File: config.mk
export PLATFORM = sky130hd
export DESIGN_NAME = toggle_rx
export DESIGN_NICKNAME = d
export VERILOG_FILES = /design/src/rtl/toggle_rx_pkg.sv /design/src/rtl/tgl_sync.sv /design/src/rtl/toggle_rx.sv
export SDC_FILE = /design/constraint.sdc
export NUM_CORES = 1
export LEC_CHECK = 0
export BUFFER_PORTS_ARGS = -buffer_cell sky130_fd_sc_hd__buf_2
export CORE_ASPECT_RATIO = 0.8
export CORE_UTILIZATION = 30
export CTS_CLUSTER_DIAMETER = 50
export CTS_CLUSTER_SIZE = 20
export DETAILED_ROUTE_END_ITERATION = 10
export PLACE_DENSITY = 0.65
export SLEW_MARGIN = 20
export SYNTH_ARGS = -nofsm -noshare
export SYNTH_HDL_FRONTEND = slang
export SYNTH_SLANG_ARGS = --single-unit
File: constraint.sdc
create_clock -name clk -period 2.2 [get_ports clk]
set_clock_uncertainty 0.05 [all_clocks]
set_input_delay 0.44 -clock clk [delete_from_list [all_inputs] [get_ports clk]]
set_output_delay 0.44 -clock clk [all_outputs]
set_load 0.05 [all_outputs]
File: src/rtl/toggle_rx_pkg.sv
// Shared types and default sizes for toggle receivers.
package toggle_rx_pkg;

   localparam int SYNC_STAGES_DEF = 2;
   localparam int DATA_W_DEF      = 8;
   localparam int CNT_W_DEF       = 16;

   typedef enum logic {
      IDLE = 1'b0,
      FULL = 1'b1
   } state_t;

endpackage

File: src/rtl/tgl_sync.sv
// Multi-flop synchronizer for a single asynchronous toggle line.
module tgl_sync #(
   parameter int STAGES = 2
) (
   input  logic clk,
   input  logic rst_n,
   input  logic async_in,
   output logic sync_out
);

   logic [STAGES-1:0] chain;

   always_ff @(posedge clk or negedge rst_n) begin
      if (!rst_n) begin
         chain <= '0;
      end else begin
         chain <= {chain[STAGES-2:0], async_in};
      end
   end

   assign sync_out = chain[STAGES-1];

endmodule

File: src/rtl/toggle_rx.sv
// Two-phase toggle receiver with valid/ready output and toggle acknowledge.
// Optional saturating event counter enabled by defining TOGGLE_RX_EVCNT_EN.
module toggle_rx
   import toggle_rx_pkg::*;
#(
   parameter int SYNC_STAGES = SYNC_STAGES_DEF,
   parameter int DATA_W      = DATA_W_DEF,
   parameter int CNT_W       = CNT_W_DEF
) (
   input  logic              clk,
   input  logic              rst_n,
   input  logic              req_t,
   input  logic [DATA_W-1:0] din,
   input  logic              ready,
   input  logic              clr_ovr,
   output logic              ack_t,
   output logic [DATA_W-1:0] dout,
   output logic              valid,
   output logic              ovr,
   output logic [CNT_W-1:0]  evcnt
);

   state_t state_q;
   state_t state_d;
   logic   req_s;
   logic   req_d;
   logic   req_edge;
   logic   capture;
   logic   consume;
   logic   overrun;

   tgl_sync #(
      .STAGES (SYNC_STAGES)
   ) u_sync (
      .clk      (clk),
      .rst_n    (rst_n),
      .async_in (req_t),
      .sync_out (req_s)
   );

   assign req_edge = req_s ^ req_d;

   always_ff @(posedge clk or negedge rst_n) begin
      if (!rst_n) begin
         state_q <= IDLE;
      end else begin
         state_q <= state_d;
      end
   end

   // An edge seen while a word is still held is dropped and flagged; the held word may still be consumed.
   always_comb begin
      state_d = state_q;
      capture = 1'b0;
      consume = 1'b0;
      overrun = 1'b0;
      case (state_q)
         IDLE: begin
            if (req_edge) begin
               capture = 1'b1;
               state_d = FULL;
            end
         end
         FULL: begin
            if (ready) begin
               consume = 1'b1;
               state_d = IDLE;
            end
            if (req_edge) begin
               overrun = 1'b1;
            end
         end
         default: state_d = IDLE;
      endcase
   end

   assign valid = (state_q == FULL);

   always_ff @(posedge clk or negedge rst_n) begin
      if (!rst_n) begin
         req_d <= 1'b0;
         dout  <= '0;
         ack_t <= 1'b0;
         ovr   <= 1'b0;
      end else begin
         req_d <= req_s;
         if (capture) begin
            dout <= din;
         end
         if (consume) begin
            ack_t <= ~ack_t;
         end
         if (overrun) begin
            ovr <= 1'b1;
         end else if (clr_ovr) begin
            ovr <= 1'b0;
         end
      end
   end

`ifdef TOGGLE_RX_EVCNT_EN
   logic [CNT_W-1:0] cnt_q;

   always_ff @(posedge clk or negedge rst_n) begin
      if (!rst_n) begin
         cnt_q <= '0;
      end else if (consume && (cnt_q != '1)) begin
         cnt_q <= cnt_q + CNT_W'(1);
      end
   end

   assign evcnt = cnt_q;
`else
   assign evcnt = '0;
`endif

endmodule

-- Yosys cells after proc, flatten, opt, wreduce, memory -nomap -nowiden
Cells that the tools add are included.
- register bits: 14
- input port bits: 13
- output and inout port bits: 27
- logic and storage cells: 19
- muxes and demuxes: 9
- bitwise logic cells: 3
- reduce and logical (&&, ||, !) cells: 1
- operator list (cell ; count):
    1-bit two-way mux ; 8
    1-bit NOT ; 2
    1-bit case mux with 2 select lines ; 1
    2-bit nonzero test ; 1
    1-bit bitwise XOR ; 1

-- Longest topological paths before layout
Gate-level depths: netlist of the first run.
- depth after elaboration: 4
- depth in mapped cells: 4
- mapped depth without buffers: 3

-- Cells and area by module
A second synthesis of the first run with hierarchy kept.
- cells, all modules: 48
- area, all modules: 654.4 um2
- by module, submodules not included (module ; instances ; cells each ; area each (um2) ; sequential area each (um2)):
    toggle_rx ; 1 ; 46 ; 604.3 ; 300.3
    tgl_sync ; 1 ; 2 ; 50.0 ; 50.0

-- Worst setup path before layout of the first run
No wires, ideal clock.
- path type: register to register
- start: reg state_q (netlist: valid)
- end: reg dout[0]
- arrival time: 1314 ps
- required time: 2025 ps
- setup slack: 711 ps
- cell stages (with the launch flop): 4
- path buffers: 1
- path through: dfrtp_1 > and2b_1 > buf_6 > mux2_4
- cells in the longest elaborated chain, start to end: 1
- RTL lines (what ; RTL line ; source):
    start: declaration ; toggle_rx.sv:23 ; state_t state_q;
    start signal: assignment ; toggle_rx.sv:47 ; state_q <= state_d;
    1-bit two-way mux ; toggle_rx.sv:57 ; case (state_q)
    end signal: assignment ; toggle_rx.sv:88 ; dout <= din;
    end: declaration ; toggle_rx.sv:17 ; output logic [DATA_W-1:0] dout,
No other way between the ends.
A chain may end at the register's enable or synchronous reset.

-- Worst setup path after layout of the first run
- start: reg u_sync.chain[1]
- end: reg dout[3]
- cells in the longest elaborated chain, start to end: 3
- RTL lines (what ; RTL line ; source):
    start: declaration ; tgl_sync.sv:11 ; logic [STAGES-1:0] chain;
    start signal: assignment ; tgl_sync.sv:17 ; chain <= {chain[STAGES-2:0], async_in};
    1-bit bitwise XOR ; toggle_rx.sv:41 ; assign req_edge = req_s ^ req_d;
    1-bit two-way mux ; toggle_rx.sv:59 ; if (req_edge) begin
    1-bit two-way mux ; toggle_rx.sv:57 ;
No other way between the ends.

==> out/qor.csv, run 1 <==
metric,value,unit
core.rowCount,14,
drtIter0Drc,2,
critical_path_buf_inv_count,0,
fmax,0.6377,GHz
rsz0062_at_grt,no,
grt_use_met2,16.10,%
cts_sinks,14,
cpPeakStageDelay,0.46,ns
ctsHoldBuffers,1,
die_area,2373,um^2
layout-drive-gt1-share,46.58,%
yosys_warnings,0,
first_pass_iters,2,
grt_max_degree,15,
drc_errors,0,
hold_path.class,in -> reg,
fillers,205,
multi_input_area,225.2,um^2
cts.path.max_buffers,2,
finalNetCount,88,
portBuffers,23,
htree_num_levels,1,
drv_cap,0,
antenna_found_initial,0,
die_h,43.78,um
grt_pass1_wl,1593,um
top_usage_layer,met2,
setup_viol,0,
avgViaCountPerCell,3.660,
final_cell_mix,"buf_2 (23), conb_1 (16), dfrtp_1 (14), mux2_4 (8), clkbuf_4 (3)",
first_global_vias,374,
wirelength,955,um
gp_congestion,0.7118,
routedWlPerCell,9.845,um
ant_nets,0,
core,1962,um^2
slew_viol_final,0,
final_hold_viol_count,0,
gr-usage-met1,11.14,%
synth_area,654.4,um^2
status,finished clean,
syn-instance-count,48,
pin_count,40,
syn_avg_cell_area,13.63,um^2
gr-usage-all-layers,10.14,%
cp_top_family,simple AND/OR/NAND/NOR gates,
synth_cell_types,12,
p_leak,0.4080,nW
fin_crit,1.568,ns
fin_crit_sh,71.27,%
power.total,1.050,mW
seq_area_frac_synth,53.54,%
initial_utilization,33.35,%
worstPathMaxFanout,8,
crit_path_start_kind,flop,
worstSetupPathType,reg -> reg,
diodes,0,
clk_latency,0.27,ns
fin_tns_setup,0,ns
cts_buffers,3,
clk_pin_slew,0.07,ns
grt_remaining_overflow,0,
routed-via-count,355,
seq_area,350.3,um^2
die_x,54.22,um
crit_arrival,1.67,ns
pwr_density_cell,1387,nW/um^2
layout_commonest_cell,buf_2,
grt.met3_usage,6.316,%
cp_cell_sequence,"xor2_1, and2b_1, mux2_4",
post-cts-setup-buffers,0,
end_kind,flop,
area_growth,15.68,%
cts_tree,yes,
clock_tree.root_cell,clkbuf_4,
worstPathRequired,2.30,ns
cpMaxStageDelayCell,and2b_1,
ir_drop,645.8,uV
cts-resized-gates,0,
synth-seq-cells,14,
## Yosys cell counts, drive strengths merged
| cell type | n | area [um^2] |
|---|---|---|
| mux2 | 8 | 120.1 |
| xnor2 | 1 | 8.760 |
| xor2 | 1 | 8.760 |
| inv | 1 | 3.750 |
| conb | 1 | 3.750 |
| dfrtp | 14 | 350.3 |
| o21ai | 1 | 5.000 |
| and2b | 1 | 7.510 |
| buf | 17 | 131.4 |
| o21a | 1 | 7.510 |
| nand2 | 2 | 7.510 |
## path summary, 6_finish.rpt
path                                  from  cells after the start              end  slack (ns)
max                        u_sync.chain[1]                      3          dout[3]        0.63
min                                  req_t                      1  u_sync.chain[0]        0.23
max reg2reg                u_sync.chain[1]                      3          dout[3]        0.63
min reg2reg                u_sync.chain[0]                      0  u_sync.chain[1]        0.31
max in group asynchronous            rst_n                      2            req_d        1.33
min in group asynchronous            rst_n                      2          dout[1]        0.54
## logic make-up after synthesis
logic type                Yosys count  synth area share, %
AOI/OAI and AO/OA                   2                1.912
xor gates and xnor gates            2                2.677
buffers and inverters              18                20.65
DFF                                14                53.54
muxes                               8                18.36
other                               1               0.5731
and+or+nand+nor                     3                2.295
## power breakdown
part	leakage, nW	total (mW)	internal (mW)	switching (mW)
Combinational	0.231	0.540	0.150	0.390
Sequential	0.163	0.376	0.333	0.0429
Clock	0.0138	0.135	0.0632	0.0714
Total	0.408	1.05	0.546	0.504
## metrics by stage
| step | util, % | setup WS (ns) | cell area (um^2) | hold slack [ns] | cells |
|---|---|---|---|---|---|
| floorplan | - | 0.7109 | 710.7 | 0.09441 | 63 |
| global placement | 36.93 | 0.6794 | 724.4 | 0.2895 | 93 |
| detailed placement | 36.93 | 0.6223 | 724.4 | 0.2956 | 93 |
| CTS | 38.58 | 0.6145 | 757.0 | 0.2117 | 97 |
| global route | 38.58 | 0.5219 | 757.0 | 0.2055 | 97 |
| finish | 38.58 | 0.6320 | 757.0 | 0.2254 | 97 |
## sequential cells by signal (all words and copies together), names as in the netlist
name	flops
valid	1
ovr	1
dout	8
ack_t	1
req_d	1
u_sync.chain	2
## layout make-up
type                       count  share of cell area, %
sequential                    14                  46.28
multi-input combinational     31                  29.75
timing repair buffer          24                  16.53
tap                           24                  3.967
clock buffer                   3                  2.975
inverter                       1                 0.4959
## routing by layer
metal,vias up,share of wire (%)
met4,0,0
met5,-,0
met2,23,49
met3,0,9.3
li1,171,-
met1,161,42
Note: power is estimated with default switching activity, not from simulation.
==> inputs of run 2 (changes only) <==
==> constraint.sdc (replaced) <==
create_clock -name clk -period 1.45 [get_ports clk]
set_clock_uncertainty 0.05 [all_clocks]
set_input_delay 0.29 -clock clk [delete_from_list [all_inputs] [get_ports clk]]
set_output_delay 0.29 -clock clk [all_outputs]
set_load 0.05 [all_outputs]
==> run 2 against run 1 <==
  * Register-to-register slack got worse by 0.55 ns
  * Critical path depth up 1
  * Clock power up 100%
  * Cell count is 3.1% higher
  * Via count up 8.2%
  * Critical path type unchanged
  * Maximum frequency increased by 15%
  * Combinational power rose by 56%
  * Utilization rose by 2.2 points
  * Largest cell class unchanged
==> out/qor.csv, run 2 (synthesis results as in run 1) <==
metric,value,unit
ff2ff_setup_slack,0.08,ns
largest_reg_flops,8,
die_x,54.22,um
final_cell_mix,"buf_2 (23), conb_1 (16), dfrtp_1 (13), mux2_4 (8), clkbuf_4 (3)",
layout_commonest_cell,buf_2,
avgViaCountPerCell,3.840,
gp_congestion,0.6134,
place_hpwl,722.7,um
routedWlPerCell,9.260,um
multi_input_area,225.2,um^2
grt_remaining_overflow,0,
htree_num_levels,1,
ir_drop,1231,uV
clock_tree.root_cell,clkbuf_4,
share_comb_of_total_power,50.1,%
wirelength,926,um
antenna_found_initial,0,
status,finished clean,
drc_errors,0,
pwr_density_cell,2106,nW/um^2
core,1962,um^2
pin_count,40,
gr-usage-all-layers,8.382,%
first_pass_iters,1,
final_hold_viol_count,0,
cp_top_family,flip-flops,
seq_area,351.6,um^2
initial_utilization,33.35,%
end_kind,flop,
cpPeakStageDelay,0.40,ns
worstPathMaxFanout,8,
ant_nets,0,
intPower,0.9050,mW
drtIter0Drc,0,
cts_sinks,14,
p_switching,0.7788,mW
largest_register,dout,
layout-drive-gt1-share,50.00,%
crit_arrival,1.48,ns
die_area,2373,um^2
routed-via-count,384,
rsz0062_at_grt,no,
worstPathRequired,1.56,ns
slew_viol_final,0,
cpMaxStageDelayCell,dfrtp_1,
die_h,43.78,um
critical_path_buf_inv_count,1,
p_seq_share,33.9,%
holdWs,0.06732,ns
fin_crit_sh,94.30,%
fin_tns_setup,0,ns
diodes,0,
p_leak,0.4278,nW
cts_buffers,3,
setup_viol,0,
drv_cap,0,
clk_latency,0.27,ns
hold_path.class,in -> reg,
grt_max_degree,15,
swShare,46.25,%
cp_cell_sequence,"xor2_1, and2b_1, buf_12, mux2_4",
fmax,0.7314,GHz
worstSetupPathType,reg -> reg,
core.rowCount,14,
reg.largest.list,"dout: 8 flops, u_sync.chain: 2 flops",
grt_pass1_wl,1352,um
fillers,198,
first_global_vias,336,
portBuffers,23,
cts_tree,yes,
area_growth,22.18,%
cts.path.max_buffers,2,
power_frac_clock,16.0,%
clk_pin_slew,0.08,ns
fin_crit,1.367,ns
finalNetCount,90,
crit_path_start_kind,flop,
## run 2: changes by cell type in the layout (fill, tap and decap cells not counted)
cell	delta
dfrtp_2	+1
clkbuf_8	+1
buf_4	+1
buf_12	+1
dfrtp_1	-1
## run 2: layer usage
layer	global-route usage [%]	up-vias	part of all wire [%]
met3	5.263	0	12
li1	-	176	-
met1	9.956	186	39
met5	0	-	0
met2	12.93	22	49
met4	1.538	0	0
## run 2: path summary, 6_finish.rpt
path                                 start               to  cells after the start
max in group asynchronous            rst_n            valid                      2
max reg2reg                u_sync.chain[1]          dout[6]                      4
min                                  req_t  u_sync.chain[0]                      1
max                        u_sync.chain[1]          dout[6]                      4
min reg2reg                u_sync.chain[0]  u_sync.chain[1]                      0
min in group asynchronous            rst_n  u_sync.chain[0]                      2
## run 2: power groups by stage
stage               clock (mW)  combinational [mW]  sequential (mW)
floorplan                    0               0.310            0.968
global route             0.296               0.879            0.589
global placement             0               0.835            0.579
finish                   0.270               0.843            0.571
detailed placement           0               0.848            0.576
CTS                      0.280               0.852            0.572
## run 2: metrics by stage
step / setup WS, ns / utilization [%] / instances / instance area [um^2] / power (mW)
floorplan: 0.09083 / - / 63 / 711.9 / 1.278
global placement: 0.1371 / 38.39 / 95 / 753.2 / 1.414
detailed placement: 0.09382 / 38.39 / 95 / 753.2 / 1.424
CTS: 0.07724 / 40.75 / 100 / 799.5 / 1.704
global route: 0.02712 / 40.75 / 100 / 799.5 / 1.764
finish: 0.08270 / 40.75 / 100 / 799.5 / 1.684
## run 2: layout make-up
type / instances / area share [%]
Clock buffer: 4 / 4.538
Sequential cell: 14 / 43.97
Inverter: 1 / 0.4695
Tap cell: 24 / 3.756
Multi-Input combinational cell: 31 / 28.17
Timing Repair Buffer: 26 / 19.09
## run 2: what timing repair did
action | CTS | global route
hold buffers | 1 | 0
buffers inserted | 0 | 0
hold endpoints to repair | 14 | 0
resized for setup | 0 | 0
## run 2: worst reg2reg max path, delay by kind of cell, from the launching register on
kind | cells | cell delay (ns)
and+or+nand+nor | 1 | 0.19
DFF | 1 | 0.40
xor gates and xnor gates | 1 | 0.17
buffers and inverters | 1 | 0.14
muxes | 1 | 0.30
